==> config.mk <==
export PLATFORM = sky130hd
export DESIGN_NAME = free_list_ctrl
export DESIGN_NICKNAME = d
export VERILOG_FILES = /design/src/rtl/free_list_ctrl_pkg.sv /design/src/rtl/free_list_ctrl_retire_compactor.sv /design/src/rtl/free_list_ctrl.sv
export SDC_FILE = /design/constraint.sdc
export NUM_CORES = 1
export LEC_CHECK = 0
export CAP_MARGIN = 20
export CORE_MARGIN = 2
export CORE_UTILIZATION = 25
export CTS_BUF_LIST = sky130_fd_sc_hd__clkbuf_8 sky130_fd_sc_hd__clkbuf_16
export CTS_CLUSTER_SIZE = 10
export DETAILED_ROUTE_END_ITERATION = 8
export PLACE_DENSITY = 0.48
export SLEW_MARGIN = 20
export SYNTH_ARGS = -nofsm -noshare
export SYNTH_HDL_FRONTEND = slang
export SYNTH_SLANG_ARGS = --single-unit
export TNS_END_PERCENT = 20
==> constraint.sdc <==
create_clock -name clock -period 5.7 [get_ports clock]
set_input_delay 1.425 -clock clock [delete_from_list [all_inputs] [get_ports clock]]
set_output_delay 1.425 -clock clock [all_outputs]
set_load 0.005 [all_outputs]
==> src/rtl/free_list_ctrl_pkg.sv <==
// Shared free-list constants and types for rename, retire and the branch stack.
package free_list_ctrl_pkg;

  localparam int unsigned SS_WIDTH         = 3;   // superscalar width
  localparam int unsigned PHYS_REG_SZ_R10K = 64;  // physical register count
  localparam int unsigned ARCH_REG_SZ      = 32;  // architectural register count
  localparam int unsigned BR_CKPTS         = 4;   // branch stack depth

  localparam int unsigned PHYS_REG_IDX_W = $clog2(PHYS_REG_SZ_R10K);
  localparam int unsigned FL_PTR_W       = PHYS_REG_IDX_W + 1;
  localparam int unsigned CKPT_IDX_W     = $clog2(BR_CKPTS);

  typedef logic [PHYS_REG_IDX_W-1:0] phys_reg_idx_t;
  typedef logic [FL_PTR_W-1:0]       fl_ptr_t;
  typedef logic [CKPT_IDX_W-1:0]     ckpt_idx_t;

endpackage

==> src/rtl/free_list_ctrl_retire_compactor.sv <==
// Packs the valid retire slots into a dense array in slot order and counts them.
module free_list_ctrl_retire_compactor
  import free_list_ctrl_pkg::*;
#(
  parameter int unsigned N    = SS_WIDTH,
  parameter int unsigned W    = PHYS_REG_IDX_W,
  parameter int unsigned CntW = $clog2(N + 1)
) (
  input  logic [N-1:0]        valid_i,
  input  logic [N-1:0][W-1:0] data_i,
  output logic [N-1:0][W-1:0] dense_o,
  output logic [CntW-1:0]     count_o
);

  // Running count doubles as the write index into the dense array.
  always_comb begin
    dense_o = '0;
    count_o = '0;
    for (int i = 0; i < N; i++) begin
      if (valid_i[i]) begin
        dense_o[count_o] = data_i[i];
        count_o          = count_o + CntW'(1);
      end
    end
  end

endmodule

==> src/rtl/free_list_ctrl.sv <==
// Physical-register free list: circular buffer with N-wide allocate and free,
// plus head checkpoints for branch mispredict recovery.
module free_list_ctrl
  import free_list_ctrl_pkg::*;
#(
  parameter int unsigned N         = SS_WIDTH,
  parameter int unsigned DEPTH     = PHYS_REG_SZ_R10K,
  parameter int unsigned ARCH_REGS = ARCH_REG_SZ,
  parameter int unsigned CKPTS     = BR_CKPTS,
  localparam int unsigned IdxW     = $clog2(DEPTH),
  localparam int unsigned PtrW     = IdxW + 1,
  localparam int unsigned CntW     = $clog2(N + 1),
  localparam int unsigned FreeW    = $clog2(DEPTH + 1),
  localparam int unsigned CkptW    = $clog2(CKPTS)
) (
  input  logic                   clock,
  input  logic                   reset,
  input  logic [N-1:0]           retire_valid,
  input  logic [N-1:0][IdxW-1:0] retire_reg,
  input  logic [CntW-1:0]        num_requested,
  output logic [CntW-1:0]        num_granted,
  output logic [N-1:0][IdxW-1:0] regs_to_use,
  output logic [FreeW-1:0]       num_free,
  input  logic                   ckpt_save,
  input  logic [CkptW-1:0]       ckpt_save_id,
  input  logic                   ckpt_restore,
  input  logic [CkptW-1:0]       ckpt_restore_id
);

  logic [IdxW-1:0] fl_buf_q [DEPTH];
  logic [PtrW-1:0] head_q, head_d;
  logic [PtrW-1:0] tail_q, tail_d;
  logic [PtrW-1:0] ckpt_q [CKPTS];

  logic [PtrW-1:0]         free_w;
  logic [PtrW-1:0]         head_alloc;
  logic [N-1:0][IdxW-1:0]  dense;
  logic [CntW-1:0]         free_cnt;

  free_list_ctrl_retire_compactor #(
    .N    (N),
    .W    (IdxW),
    .CntW (CntW)
  ) u_compactor (
    .valid_i (retire_valid),
    .data_i  (retire_reg),
    .dense_o (dense),
    .count_o (free_cnt)
  );

  // Full-width subtract; the wrap bit separates full from empty.
  assign free_w   = tail_q - head_q;
  assign num_free = FreeW'(free_w);

  // Grant min(requested, free); suppressed during reset and recovery.
  always_comb begin
    num_granted = num_requested;
    if (!reset || ckpt_restore) begin
      num_granted = '0;
    end else if (PtrW'(num_requested) > free_w) begin
      num_granted = CntW'(free_w);
    end
  end

  // Read ports: the next N entries starting at head.
  always_comb begin
    regs_to_use = '0;
    for (int i = 0; i < N; i++) begin
      regs_to_use[i] = fl_buf_q[head_q[IdxW-1:0] + IdxW'(i)];
    end
  end

  // Pointer next-state; same-cycle frees never feed this cycle's grant.
  always_comb begin
    head_alloc = head_q + PtrW'(num_granted);
    head_d     = ckpt_restore ? ckpt_q[ckpt_restore_id] : head_alloc;
    tail_d     = tail_q + PtrW'(free_cnt);
  end

  // Head, tail and checkpoint registers; restore wins over a same-cycle save.
  always_ff @(posedge clock) begin
    if (!reset) begin
      head_q <= '0;
      tail_q <= PtrW'(DEPTH - ARCH_REGS);
      for (int c = 0; c < CKPTS; c++) begin
        ckpt_q[c] <= '0;
      end
    end else begin
      head_q <= head_d;
      tail_q <= tail_d;
      if (ckpt_save && !ckpt_restore) begin
        ckpt_q[ckpt_save_id] <= head_alloc;
      end
    end
  end

  // Buffer RAM: reset loads the unmapped regs, frees append densely at tail.
  always_ff @(posedge clock) begin
    if (!reset) begin
      for (int i = 0; i < DEPTH; i++) begin
        fl_buf_q[i] <= (i < int'(DEPTH - ARCH_REGS)) ? IdxW'(ARCH_REGS + i) : '0;
      end
    end else begin
      for (int j = 0; j < N; j++) begin
        if (CntW'(j) < free_cnt) begin
          fl_buf_q[tail_q[IdxW-1:0] + IdxW'(j)] <= dense[j];
        end
      end
    end
  end

  // Retire must never push more regs than the buffer can hold.
  assert property (@(posedge clock) disable iff (!reset)
    ({1'b0, free_w} + (PtrW + 1)'(free_cnt)) <= (PtrW + 1)'(DEPTH));

endmodule

==> flow_summary.ini, run 1 <==
[outcome]
outcome = complete, but fails checks
violations = design-rule violations

[floorplan]
dieWidth_microns = 355
start_util_pct = 25.2
fp.dieH_microns = 355
die_area_sq_um = 126000
io_pins = 58
num_rows = 128
coreArea_sq_um = 122000

[timing]
setup_viol = 0
hold_violations = 0
drv_slew = 0
period_share_pct = 96.5
setup_tns_ps = 0
rsz0062_at_grt = false
max_freq_ghz = 0.182
tightest_slew_ps = 1200
slew_headroom_pct = 19.9
period_minus_slack_ps = 5500
finClkSkew_ps = 27.2

[power]
cellPowerDensity_nw_per_um2 = 266
peakVddDrop_mv = 0.233
leakage_nw = 10.6

[logic_synthesis]
syn-num-nets = 2634
seq_area_frac_synth_pct = 41.1
synth-seq-cells = 426
async_flop_share_pct = 0
syn_avg_cell_area_sq_um = 11.9
synthCells = 2583
yosysUniqueCellTypes = 68
synth_flop_cell = edfxtp_1
synth_edf_count = 412
synth_area_sq_um = 30800
synth_warnings = 0

[placement]
place_congestion = 0.984
io_buffers = 57
dpl_cell_area_sq_um = 34100
hpwl_microns = 102000

[cts]
clockBufferDepth = 3
clk_latency_ps = 640
cts_sinks = 426
ctsHoldBuffers = 0
cts_tree = built
htree_levels = 2
numCtsBuffers = 53
path_clk_slew_ps = 60
cts_root_buf = clkbuf_16

[worst_setup_path]
crit_arrival_ps = 4080
setup.worst_path.end_class = output pin
crit_required_ps = 4280
crit_slowest_cell = clkdlybuf4s50_1
cp_top_family = buffers and inverters
slowest_delay_ps = 600
path_class = reg -> out
crit_path_cell_trace = buf_4 > ha_4 > xnor2_2 > buf_4 > nand2_1 > nand3_1 > o2111ai_1 > a21oi_1 > clkdlybuf4s50_1
critPathBufInv = 3
crit_fanout = 17
cpMostUsedCell = buf_4
cp-start-kind = register

[global_route]
grt_use_met3_pct = 6.64
first_global_vias = 25900
busiest_layer = met2
met2_usage_pct = 34.1
grt-ovfl-total = 0
met1_usage_pct = 29.6
grt_pass1_wl_microns = 205000
antenna_found_initial = 3
grt_use_total_pct = 22.6
grt_max_degree = 92

[route]
vias = 27300
wire_per_inst_microns = 34.2
remaining_drc_errors = 37
viasPerCell = 6.37
dr.first_iter.drc_count = 4872
ant_nets = 0
drt-pass1-iter-count = 9
wl_microns = 146000

[run]
cap_viol_max_count = 0

[layout]
drive_above_1_share_pct = 23.5
nFillCells = 12400
stdcell_area_sq_um = 35800
areaGrowthSynthToFinish_pct = 16.2
mostFrequentLayoutCells = nand2_1 (459), edfxtp_1 (412), mux4_2 (335)
nets = 2667
multi_input_area_sq_um = 17100
regArea_sq_um = 12700
final_common_cell = nand2_1

[worst_hold_path]
hp-class = reg -> reg
[cells by family (layout without fill, tap and decap cells)]
logic type / Yosys count / after routing / synth area share, %
simple gates: 870 / 870 / 12.2
compound gates: 590 / 590 / 15.5
flops: 426 / 426 / 41.1
mux: 367 / 367 / 25.6
buf+inv: 283 / 355 / 3.83
xor+xnor: 27 / 27 / 0.768
fa+ha+maj: 20 / 20 / 0.886
other cells: 0 / 2 / 0
[Yosys cell counts, drive strengths merged, types with 11 or more instances]
| library cell | instances | area, sq um |
|---|---|---|
| nand3 | 46 | 230 |
| o221ai | 231 | 2020 |
| o22ai | 22 | 138 |
| a31oi | 11 | 68.8 |
| nor2 | 206 | 773 |
| a221oi | 12 | 105 |
| clkbuf | 194 | 728 |
| o21ai | 46 | 230 |
| and3 | 18 | 113 |
| ha | 17 | 213 |
| o2111ai | 31 | 272 |
| mux2i | 29 | 290 |
| nor2b | 13 | 81.3 |
| inv | 22 | 82.6 |
| and2 | 12 | 75.1 |
| xnor2 | 17 | 149 |
| nand2 | 465 | 1750 |
| nand4b | 19 | 166 |
| edfxtp | 412 | 12400 |
| a211oi | 20 | 155 |
| mux4 | 336 | 7570 |
| buf | 66 | 363 |
| a22oi | 44 | 330 |
| or4 | 22 | 165 |
| a222oi | 82 | 821 |
| nor3 | 28 | 140 |
| dfxtp | 14 | 280 |
| a21oi | 42 | 210 |
| a221o | 11 | 110 |
[final timing paths]
kind,from,slack (ps),to,cells past startpoint
setup / recovery,head_q[0],200,regs_to_use[7],9
hold / removal,tail_q[6],550,tail_q[6],2
setup reg to reg,tail_q[0],1420,ckpt_q[1][5],17
hold reg to reg,tail_q[6],550,tail_q[6],2
[repair_timing]
item	4_1_cts	5_1_grt
resized for setup	0	0
endpoints found under the setup margin	0	1
setup buffers	0	4
[routing by layer]
metal / up-vias / part of all wire [%]
met2: 2203 / 44
met3: 387 / 13
li1: 10900 / -
met1: 13800 / 37
met5: - / 0.016
met4: 4 / 5.6
[power by group]
part           switching, mW  total, mW  internal [mW]  leakage [nW]
clock network           1.43       3.25           1.81         0.861
registers              0.128       3.69           3.56          3.98
logic                   1.61       2.58          0.969          5.79
total                   3.17       9.51           6.34          10.6
[sequential cells by signal (all words and copies together) (netlist names)]
register / flops
tail_q: 7
head_q: 7
ckpt_q: 28
fl_buf_q: 384
[tightest hold or removal path, stage by stage (launching register included)]
cell,delay (ps)
dfxtp_1,360
xnor2_1,80
nor2_1,70
[per-stage QoR]
step / setup WS (ps) / utilization [%] / hold WS, ps / cells / total power [mW]
4_1_cts: 113 / 29.3 / 547 / 4275 / 9.43
6_report: 200 / 29.3 / 548 / 4282 / 9.51
3_3_place_gp: 335 / 28.0 / 519 / 4181 / 6.24
2_1_floorplan: 740 / - / 504 / 2583 / 5.07
5_1_grt: 61.7 / 29.3 / 563 / 4280 / 9.70
3_5_place_dp: 374 / 28.0 / 534 / 4181 / 6.24
[area by class of cell]
class	instances	area share, %
antenna	2	0.0140
clock buffer	57	3.86
clock inverter	37	0.644
inverter	23	0.241
multi-input combinational	1874	47.9
sequential	426	35.4
tap	1625	5.68
timing repair buffer	238	6.26
Note: power is estimated with default switching activity, not from simulation.
==> inputs of run 2 (changes only) <==
--- a/config.mk
+++ b/config.mk
@@ -5,6 +5,7 @@
 export SDC_FILE = /design/constraint.sdc
 export NUM_CORES = 1
 export LEC_CHECK = 0
+export ABC_CLOCK_PERIOD_IN_PS = 5700
 export CAP_MARGIN = 20
 export CORE_MARGIN = 2
 export CORE_UTILIZATION = 25
==> results of run 2 <==
Same layout as run 1: the final DEF is identical, and so are final timing and power.
